--- config.mk ---
export PLATFORM = sky130hd
export DESIGN_NAME = alu_ctrl_stage_flat
export DESIGN_NICKNAME = d
export VERILOG_FILES = /design/src/rtl/alu_ctrl_if.sv /design/src/rtl/alu_ctrl_stage.sv /design/src/flat_wrapper.sv
export SDC_FILE = /design/constraint.sdc
export NUM_CORES = 1
export LEC_CHECK = 0
export ABC_AREA = 1
export CAP_MARGIN = 10
export CORE_UTILIZATION = 52
export DETAILED_ROUTE_END_ITERATION = 10
export MAX_ROUTING_LAYER = met4
export PLACE_DENSITY = 0.94
export SETUP_SLACK_MARGIN = 0.15
export SYNTH_ARGS = -nofsm -noshare
export SYNTH_HDL_FRONTEND = slang
export SYNTH_SLANG_ARGS = --single-unit
--- constraint.sdc ---
create_clock -name clk -period 2.1 [get_ports clk]
set_input_delay 0.315 -clock clk [delete_from_list [all_inputs] [get_ports clk]]
set_output_delay 0.315 -clock clk [all_outputs]
set_load 0.01 [all_outputs]
--- src/rtl/alu_ctrl_if.sv ---
// ID-to-stage and stage-to-EX signal bundle for the ALU-control decode stage.
// master drives the decode inputs and EX-side ready; slave is the stage itself.
interface alu_ctrl_if #(
    parameter int CTRL_W = 4
);
    logic [1:0]        ALUOp;
    logic [6:0]        opcode;
    logic [2:0]        fn3;
    logic [6:0]        fn7;
    logic              in_valid;
    logic              in_ready;
    logic              flush;
    logic [CTRL_W-1:0] ALUControl;
    logic              illegal;
    logic              out_valid;
    logic              out_ready;
    logic              mc_busy;

    modport master (
        output ALUOp, opcode, fn3, fn7,
        output in_valid, flush, out_ready,
        input  in_ready, ALUControl, illegal,
        input  out_valid, mc_busy
    );

    modport slave (
        input  ALUOp, opcode, fn3, fn7,
        input  in_valid, flush, out_ready,
        output in_ready, ALUControl, illegal,
        output out_valid, mc_busy
    );
endinterface

--- src/rtl/alu_ctrl_stage.sv ---
// Registered ALU-control decode between ID and EX, with optional M ops
// padded to a fixed latency behind a valid/ready handshake.
module alu_ctrl_stage #(
    parameter int CTRL_W     = 4,
    parameter bit ENABLE_M   = 1'b1,
    parameter int MUL_CYCLES = 3,
    parameter int DIV_CYCLES = 8
) (
    input logic       clk,
    input logic       rst_n,
    alu_ctrl_if.slave bus
);

    localparam int MAX_CYC = (MUL_CYCLES > DIV_CYCLES) ? MUL_CYCLES : DIV_CYCLES;
    localparam int CNT_W   = $clog2(MAX_CYC + 1);
    localparam int MUL_LD  = (MUL_CYCLES > 1) ? MUL_CYCLES - 2 : 0;
    localparam int DIV_LD  = (DIV_CYCLES > 1) ? DIV_CYCLES - 2 : 0;

    localparam logic [3:0] C_ADD  = 4'd0;
    localparam logic [3:0] C_SUB  = 4'd1;
    localparam logic [3:0] C_AND  = 4'd2;
    localparam logic [3:0] C_OR   = 4'd3;
    localparam logic [3:0] C_XOR  = 4'd4;
    localparam logic [3:0] C_PASS = 4'd5;
    localparam logic [3:0] C_SLL  = 4'd6;
    localparam logic [3:0] C_SRL  = 4'd7;
    localparam logic [3:0] C_SRA  = 4'd8;
    localparam logic [3:0] C_SLT  = 4'd9;
    localparam logic [3:0] C_SLTU = 4'd10;
    localparam logic [3:0] C_MUL  = 4'd11;
    localparam logic [3:0] C_DIV  = 4'd12;
    localparam logic [3:0] C_DIVU = 4'd13;
    localparam logic [3:0] C_REM  = 4'd14;
    localparam logic [3:0] C_REMU = 4'd15;

    typedef enum logic [1:0] {
        S_EMPTY,
        S_FULL,
        S_MC
    } state_t;

    state_t            state_q, state_d;
    logic [CNT_W-1:0]  cnt_q, cnt_d;
    logic [CTRL_W-1:0] ctrl_q;
    logic              ill_q;

    logic [3:0]        code, r_code;
    logic              ill, mc, accept;
    logic [CNT_W-1:0]  ld_val;

    logic unused_opcode;
    assign unused_opcode = ^{bus.opcode[6:5], bus.opcode[3:0]};

    // Base integer map shared by R-type fn7=0 and I-arith
    always_comb begin
        r_code = C_ADD;
        unique case (bus.fn3)
            3'b000: r_code = C_ADD;
            3'b001: r_code = C_SLL;
            3'b010: r_code = C_SLT;
            3'b011: r_code = C_SLTU;
            3'b100: r_code = C_XOR;
            3'b101: r_code = C_SRL;
            3'b110: r_code = C_OR;
            3'b111: r_code = C_AND;
            default: r_code = C_ADD;
        endcase
    end

    always_comb begin
        code = C_ADD;
        ill  = 1'b0;
        unique case (1'b1)
            bus.ALUOp == 2'b10: begin
                if (bus.fn7 == 7'b0000001) begin
                    if (ENABLE_M) begin
                        unique case (bus.fn3)
                            3'b000:  code = C_MUL;
                            3'b100:  code = C_DIV;
                            3'b101:  code = C_DIVU;
                            3'b110:  code = C_REM;
                            3'b111:  code = C_REMU;
                            default: ill  = 1'b1;
                        endcase
                    end else begin
                        ill = 1'b1;
                    end
                end else if (bus.fn7 == 7'b0000000) begin
                    code = r_code;
                end else if (bus.fn7 == 7'b0100000) begin
                    unique case (bus.fn3)
                        3'b000:  code = C_SUB;
                        3'b101:  code = C_SRA;
                        default: ill  = 1'b1;
                    endcase
                end else begin
                    ill = 1'b1;
                end
            end
            bus.ALUOp == 2'b00: begin
                if (bus.opcode[4]) begin
                    if (bus.fn3 == 3'b101)
                        code = bus.fn7[5] ? C_SRA : C_SRL;
                    else
                        code = r_code;
                end else begin
                    code = C_ADD;
                end
            end
            bus.ALUOp == 2'b01: begin
                unique case (bus.fn3)
                    3'b000, 3'b001: code = C_SUB;
                    3'b100, 3'b101: code = C_SLT;
                    3'b110, 3'b111: code = C_SLTU;
                    default:        ill  = 1'b1;
                endcase
            end
            default: code = C_PASS;
        endcase
        if (ill)
            code = C_ADD;
    end

    always_comb begin
        mc     = 1'b0;
        ld_val = '0;
        if (!ill && code == C_MUL && MUL_CYCLES > 1) begin
            mc     = 1'b1;
            ld_val = CNT_W'(MUL_LD);
        end else if (!ill && code >= C_DIV && DIV_CYCLES > 1) begin
            mc     = 1'b1;
            ld_val = CNT_W'(DIV_LD);
        end
    end

    assign bus.in_ready = rst_n && !bus.flush &&
                          (state_q == S_EMPTY ||
                           (state_q == S_FULL && bus.out_ready));
    assign accept = bus.in_valid && bus.in_ready;

    always_comb begin
        state_d = state_q;
        cnt_d   = cnt_q;
        if (bus.flush) begin
            state_d = S_EMPTY;
            cnt_d   = '0;
        end else begin
            unique case (state_q)
                S_EMPTY, S_FULL: begin
                    if (accept) begin
                        state_d = mc ? S_MC : S_FULL;
                        cnt_d   = mc ? ld_val : '0;
                    end else if (state_q == S_FULL && bus.out_ready) begin
                        state_d = S_EMPTY;
                    end
                end
                S_MC: begin
                    if (cnt_q == '0)
                        state_d = S_FULL;
                    else
                        cnt_d = cnt_q - 1'b1;
                end
                default: begin
                    state_d = S_EMPTY;
                    cnt_d   = '0;
                end
            endcase
        end
    end

    always_ff @(posedge clk or negedge rst_n) begin
        if (!rst_n) begin
            state_q <= S_EMPTY;
            cnt_q   <= '0;
            ctrl_q  <= '0;
            ill_q   <= 1'b0;
        end else begin
            state_q <= state_d;
            cnt_q   <= cnt_d;
            if (accept) begin
                ctrl_q <= CTRL_W'(code);
                ill_q  <= ill;
            end
        end
    end

    assign bus.ALUControl = ctrl_q;
    assign bus.illegal    = ill_q;
    assign bus.out_valid  = (state_q == S_FULL);
    assign bus.mc_busy    = (state_q == S_MC);

endmodule

--- src/flat_wrapper.sv ---
// flat-port wrapper written by rule: the top's interface ports become plain ports
module alu_ctrl_stage_flat 
#(
    parameter int CTRL_W     = 4,
    parameter bit ENABLE_M   = 1'b1,
    parameter int MUL_CYCLES = 3,
    parameter int DIV_CYCLES = 8
)
  (clk, rst_n, bus_ALUOp, bus_opcode, bus_fn3, bus_fn7, bus_in_valid, bus_flush, bus_out_ready, bus_in_ready, bus_ALUControl, bus_illegal, bus_out_valid, bus_mc_busy);
  alu_ctrl_if #(.CTRL_W(CTRL_W)) bus_i ();
  input logic clk;
  input logic rst_n;
  input wire logic [$bits(bus_i.ALUOp)-1:0] bus_ALUOp;
  input wire logic [$bits(bus_i.opcode)-1:0] bus_opcode;
  input wire logic [$bits(bus_i.fn3)-1:0] bus_fn3;
  input wire logic [$bits(bus_i.fn7)-1:0] bus_fn7;
  input wire logic [$bits(bus_i.in_valid)-1:0] bus_in_valid;
  input wire logic [$bits(bus_i.flush)-1:0] bus_flush;
  input wire logic [$bits(bus_i.out_ready)-1:0] bus_out_ready;
  output wire logic [$bits(bus_i.in_ready)-1:0] bus_in_ready;
  output wire logic [$bits(bus_i.ALUControl)-1:0] bus_ALUControl;
  output wire logic [$bits(bus_i.illegal)-1:0] bus_illegal;
  output wire logic [$bits(bus_i.out_valid)-1:0] bus_out_valid;
  output wire logic [$bits(bus_i.mc_busy)-1:0] bus_mc_busy;
  assign bus_i.ALUOp = bus_ALUOp;
  assign bus_i.opcode = bus_opcode;
  assign bus_i.fn3 = bus_fn3;
  assign bus_i.fn7 = bus_fn7;
  assign bus_i.in_valid = bus_in_valid;
  assign bus_i.flush = bus_flush;
  assign bus_i.out_ready = bus_out_ready;
  assign bus_in_ready = bus_i.in_ready;
  assign bus_ALUControl = bus_i.ALUControl;
  assign bus_illegal = bus_i.illegal;
  assign bus_out_valid = bus_i.out_valid;
  assign bus_mc_busy = bus_i.mc_busy;
  alu_ctrl_stage #(.CTRL_W(CTRL_W), .ENABLE_M(ENABLE_M), .MUL_CYCLES(MUL_CYCLES), .DIV_CYCLES(DIV_CYCLES)) u_core (.clk(clk), .rst_n(rst_n), .bus(bus_i));
endmodule
==> impl_results.html <==
<table>
<tr><th>Metric</th><th>Value</th></tr>
<tr><th colspan="2">CTS</th></tr>
<tr><td>Total number of clock tree sinks</td><td>11</td></tr>
<tr><td>Clock buffer depth</td><td>2</td></tr>
<tr><td>Worst-skew pair later-pin latency</td><td>between 200 and 300 ps</td></tr>
<tr><td>H-tree levels</td><td>1</td></tr>
<tr><td>Clock tree from TritonCTS</td><td>built</td></tr>
<tr><td>CTS clock-pin slew for the worst setup and hold paths</td><td>roughly 80 ps</td></tr>
<tr><td>CTS root buffer</td><td>clkbuf_4</td></tr>
<tr><td>Number of buffers added by the clock tree synthesis step</td><td>3</td></tr>
<tr><td>CTS Hold Bufs</td><td>0</td></tr>
<tr><th colspan="2">GRT</th></tr>
<tr><td>Wire length of the first global-routing pass</td><td>5340 um</td></tr>
<tr><td>Via count of the first global-routing pass</td><td>1325</td></tr>
<tr><td>Total Routing Usage GR</td><td>0.2789</td></tr>
<tr><td>Maximum number of pins on one net before global-route repair</td><td>12</td></tr>
<tr><td>Met2 demand-to-capacity share in global routing</td><td>0.5156</td></tr>
<tr><td>Initial antenna violation count</td><td>0</td></tr>
<tr><td>Most crowded layer after global routing</td><td>met2</td></tr>
<tr><td>GR met1 Demand/Resource</td><td>0.3196</td></tr>
<tr><td>Final global-route overflow total</td><td>0</td></tr>
<tr><td>Met3 track utilization from global routing</td><td>0.03939</td></tr>
<tr><th colspan="2">Synthesis</th></tr>
<tr><td>Simple-gate area share of the yosys netlist</td><td>0.4367</td></tr>
<tr><td>Mean instance size in the synthesized netlist</td><td>6.353 sq um</td></tr>
<tr><td>Area share of xor/xnor cells in the synthesized design</td><td>0</td></tr>
<tr><td>Number of distinct library cells after synthesis</td><td>26</td></tr>
<tr><td>Mux share of post-synthesis cell area</td><td>0</td></tr>
<tr><td>Portion of the post-synthesis area used by sequential elements</td><td>0.2245</td></tr>
<tr><td>Number of warning messages in the yosys log</td><td>0</td></tr>
<tr><td>Cell Area, Synth</td><td>~1200 sq um</td></tr>
<tr><td>Mapped Cells</td><td>around 190</td></tr>
<tr><td>Nets in the synthesized netlist</td><td>228</td></tr>
<tr><td>Top cell type's share of synthesized area</td><td>0.2245</td></tr>
<tr><td>Largest family of logic cells by synthesized area</td><td>simple AND/OR/NAND/NOR gates</td></tr>
<tr><td>Compound-cell area share of the yosys netlist</td><td>0.1173</td></tr>
<tr><td>Post-Synth Adder-Cell Area</td><td>0.1122</td></tr>
<tr><td>Post-synthesis register bit count</td><td>11</td></tr>
<tr><td>Cell taking the most area after synthesis</td><td>dfrtp_1</td></tr>
<tr><td>Top post-synthesis cells by area</td><td>dfrtp_1 22%, nand2_1 17%, ha_1 11%, inv_1 8.6%, nand3_1 7.8%</td></tr>
<tr><th colspan="2">Floorplanning</th></tr>
<tr><td>Top-level I/O count</td><td>32</td></tr>
<tr><td>Die W</td><td>roughly 51 um</td></tr>
<tr><td>Chip Height</td><td>50.56 um</td></tr>
<tr><td>Floorplan row count</td><td>17</td></tr>
<tr><td>Total die area</td><td>2556 sq um</td></tr>
<tr><td>Initial core utilization</td><td>0.5543</td></tr>
<tr><td>Core area</td><td>around 2200 sq um</td></tr>
<tr><th colspan="2">Drt</th></tr>
<tr><td>Vias</td><td>approximately 1.4k</td></tr>
<tr><td>DR DRC count</td><td>0</td></tr>
<tr><td>WL per Instance</td><td>roughly 12 um</td></tr>
<tr><td>DRC violation total after the first TritonRoute iteration</td><td>44</td></tr>
<tr><td>Avg Vias per Cell</td><td>between 5 and 6</td></tr>
<tr><td>Total wire length</td><td>approximately 3200 um</td></tr>
<tr><td>1st-pass router iterations</td><td>4</td></tr>
<tr><td>Final antenna-violating net count</td><td>0</td></tr>
<tr><th colspan="2">Worst setup path</th></tr>
<tr><td>Critical path class</td><td>in2reg</td></tr>
<tr><td>Required time at the worst-slack endpoint</td><td>around 2300 ps</td></tr>
<tr><td>Cell with the largest stage delay on the worst path</td><td>clkdlybuf4s50_1</td></tr>
<tr><td>Most common cell on crit path</td><td>nand2_1</td></tr>
<tr><td>Startpoint class of the critical path</td><td>input pin</td></tr>
<tr><td>Critical path peak fanout</td><td>8</td></tr>
<tr><td>R2R Path Start</td><td>u_core.state_q[1]</td></tr>
<tr><td>FF-to-FF path depth</td><td>9</td></tr>
<tr><td>Worst stage delay on the critical path</td><td>460 ps</td></tr>
<tr><td>List of cells traversed by the critical path</td><td>clkdlybuf4s50_1, inv_1, nand2_1, nor2_4, nand2_1, nand2_1, nor2_2, nor2_2, nor2_4, buf_4, buf_4, o31ai_4</td></tr>
<tr><td>Data arrival time at the worst-slack endpoint</td><td>2090 ps</td></tr>
<tr><td>Slack of the worst reg-to-reg path</td><td>340 ps</td></tr>
<tr><td>Critical path endpoint category</td><td>flip-flop</td></tr>
<tr><td>RR Endpoint</td><td>u_core.cnt_q[2]</td></tr>
<tr><th colspan="2">Run status</th></tr>
<tr><td>Outcome</td><td>completed</td></tr>
<tr><th colspan="2">Hold path</th></tr>
<tr><td>Hold/Removal Path Class</td><td>in2async</td></tr>
<tr><th colspan="2">STA</th></tr>
<tr><td>Max Clock Skew</td><td>approximately 6.7 ps</td></tr>
<tr><td>Shortest period the worst path allows</td><td>around 1900 ps</td></tr>
<tr><td>Final slew viol count</td><td>0</td></tr>
<tr><td>Final clock period utilization by the worst path</td><td>0.9004</td></tr>
<tr><td>Worst slew slack as a fraction of its limit</td><td>0.6862</td></tr>
<tr><td>Total setup violations reported at the end of the flow</td><td>0</td></tr>
<tr><td>Final hold violations</td><td>0</td></tr>
<tr><td>Max Clk Rate</td><td>between 0.5 and 0.6 GHz</td></tr>
<tr><td>RSZ-0062 raised after global routing</td><td>no</td></tr>
<tr><td>Total Neg Setup Slack</td><td>0 ps</td></tr>
<tr><td>Slew at the pin with the worst max-slew slack</td><td>between 400 and 500 ps</td></tr>
<tr><th colspan="2">Power</th></tr>
<tr><td>Internal power</td><td>between 0.0004 and 0.0005 W</td></tr>
<tr><td>Switching part of the total</td><td>0.3427</td></tr>
<tr><td>Share of power burned in the clock network</td><td>0.227</td></tr>
<tr><td>Switching power</td><td>0.0002267 W</td></tr>
<tr><td>Leak</td><td>~0.93 nW</td></tr>
<tr><td>Ratio of total power to cell area</td><td>between 300 and 400 nW/um^2</td></tr>
<tr><td>Combinational Power Share</td><td>0.412</td></tr>
<tr><td>Final total power</td><td>0.0006616 W</td></tr>
<tr><td>VDD IR max</td><td>0.3239 mV</td></tr>
<tr><td>Share of total power in sequential cells</td><td>0.360</td></tr>
<tr><th colspan="2">Layout</th></tr>
<tr><td>Nets</td><td>between 200 and 300</td></tr>
<tr><td>Antenna Diode Count</td><td>0</td></tr>
<tr><td>Area growth from synthesis to final layout</td><td>43.06%</td></tr>
<tr><td>Proportion of layout cells with a drive suffix above 1</td><td>0.2810</td></tr>
<tr><td>Fillers</td><td>152</td></tr>
<tr><th colspan="2">Place</th></tr>
<tr><td>IO Port Bufs</td><td>25</td></tr>
<tr><td>Final weighted congestion of routability-driven global placement</td><td>between 0.9 and 1</td></tr>
<tr><td>Total half-perimeter wirelength after legalization and detailed placement</td><td>between 2000 and 2500 um</td></tr>
<tr><th colspan="2">Flow run</th></tr>
<tr><td>Max-cap violation count</td><td>0</td></tr>
</table>
==> logic make-up (layout without fill, tap and decap cells) <==
logic type / Yosys count / after routing
compound gates: 23 / 23
fa+ha+maj: 11 / 11
buf+inv: 33 / 82
flops: 11 / 11
simple gates: 115 / 115
==> sequential cells by signal, summed over array words and instances (netlist names) <==
signal	cells
u_core.bus.ALUControl	4
u_core.bus.illegal	1
u_core.cnt_q	4
u_core.state_q	2
==> routing by layer <==
layer  vias to the layer above  part of all wire
li1                        708                 -
met1                       623              0.42
met2                        61              0.50
met3                        10             0.058
met4                         0             0.022
met5                         -                 0
==> worst max-delay path: cells and delay by family <==
| family | cells | cell delay (ps) |
|---|---|---|
| buffers and inverters | 4 | 790 |
| AND/OR/NAND/NOR | 7 | 790 |
| AO/OA/AOI/OAI | 1 | 190 |
==> cell type report <==
| class | instances | area [sq um] | share of cell area |
|---|---|---|---|
| sequential | 11 | 276.5 | 0.1576 |
| clock buffer | 4 | 26.28 | 0.01498 |
| timing repair buffer | 46 | 401.6 | 0.2290 |
| tap | 28 | 35.03 | 0.01997 |
| multi-input combinational | 149 | 892.1 | 0.5086 |
| inverter | 32 | 122.6 | 0.06990 |
==> Yosys cell counts <==
cell	count
nand3_2	1
nor2_2	6
a21o_1	1
o21ai_0	6
o21ai_2	1
nor2_4	3
a211oi_1	1
inv_1	28
o31ai_1	1
a21oi_1	1
nand2_4	1
nor3b_2	1
inv_2	3
dfrtp_1	11
nor3_1	2
nand2_2	7
ha_1	11
nand3_1	19
nor2_1	19
o21ai_1	8
o31ai_2	1
a21boi_1	1
inv_4	1
a21oi_2	2
buf_6	1
nand2_1	56
==> worst max-delay path by stage <==
stage,startpoint,endpoint,slack (ps),depth (start not counted)
5_1_grt,bus_fn7[2],u_core.state_q[0],100,15
2_1_floorplan,bus_fn3[1],u_core.state_q[0],390,17
4_1_cts,bus_fn3[0],u_core.state_q[1],170,12
6_report,bus_fn7[1],u_core.bus.ALUControl[0],210,12
3_5_place_dp,bus_fn3[0],u_core.cnt_q[1],-330,15
3_3_place_gp,bus_fn3[0],u_core.cnt_q[1],-270,15
==> metrics by stage <==
step                      hold WS (ps)  setup slack, ps  cells  utilization  cell area, sq um
after floorplan                  19.41            391.9    193            -              1226
after global placement           463.7           -273.1    260       0.7291              1613
after detailed placement         465.4           -327.2    260       0.7291              1613
after CTS                        369.8            173.8    268       0.7658              1694
after global routing             362.6            96.33    270       0.7930              1754
final                            358.7            209.2    270       0.7930              1754
==> cells in the final DEF (no fill, tap or decap), types with 3 or more instances in the layout <==
master / instances
nand2_1: 54
inv_1: 25
buf_4: 21
clkdlybuf4s50_1: 20
nand3_1: 18
nor2_1: 16
dfrtp_1: 10
nand2_2: 9
ha_1: 9
nor2_2: 7
o21ai_1: 7
inv_2: 6
o21ai_0: 6
nor2_4: 5
a21oi_2: 3
clkbuf_4: 3
dlygate4sd2_1: 3
==> power by group through the flow <==
stage / registers (W) / clock network [W] / logic, W
after floorplan: 0.000249 / 0 / 0.000118
after global placement: 0.000242 / 0 / 0.000236
after detailed placement: 0.000243 / 0 / 0.000243
after CTS: 0.000239 / 0.000149 / 0.000255
after global routing: 0.000241 / 0.000165 / 0.000300
final: 0.000238 / 0.000150 / 0.000273
==> timing repair <==
item | 4_1_cts | 5_1_grt
setup endpoints to repair | 11 | 9
hold endpoints to repair | 0 | 0
gates resized for setup | 12 | 16
pin swaps | 4 | 8
buffers inserted | 4 | 2
Power figures use the tool's default switching activity.
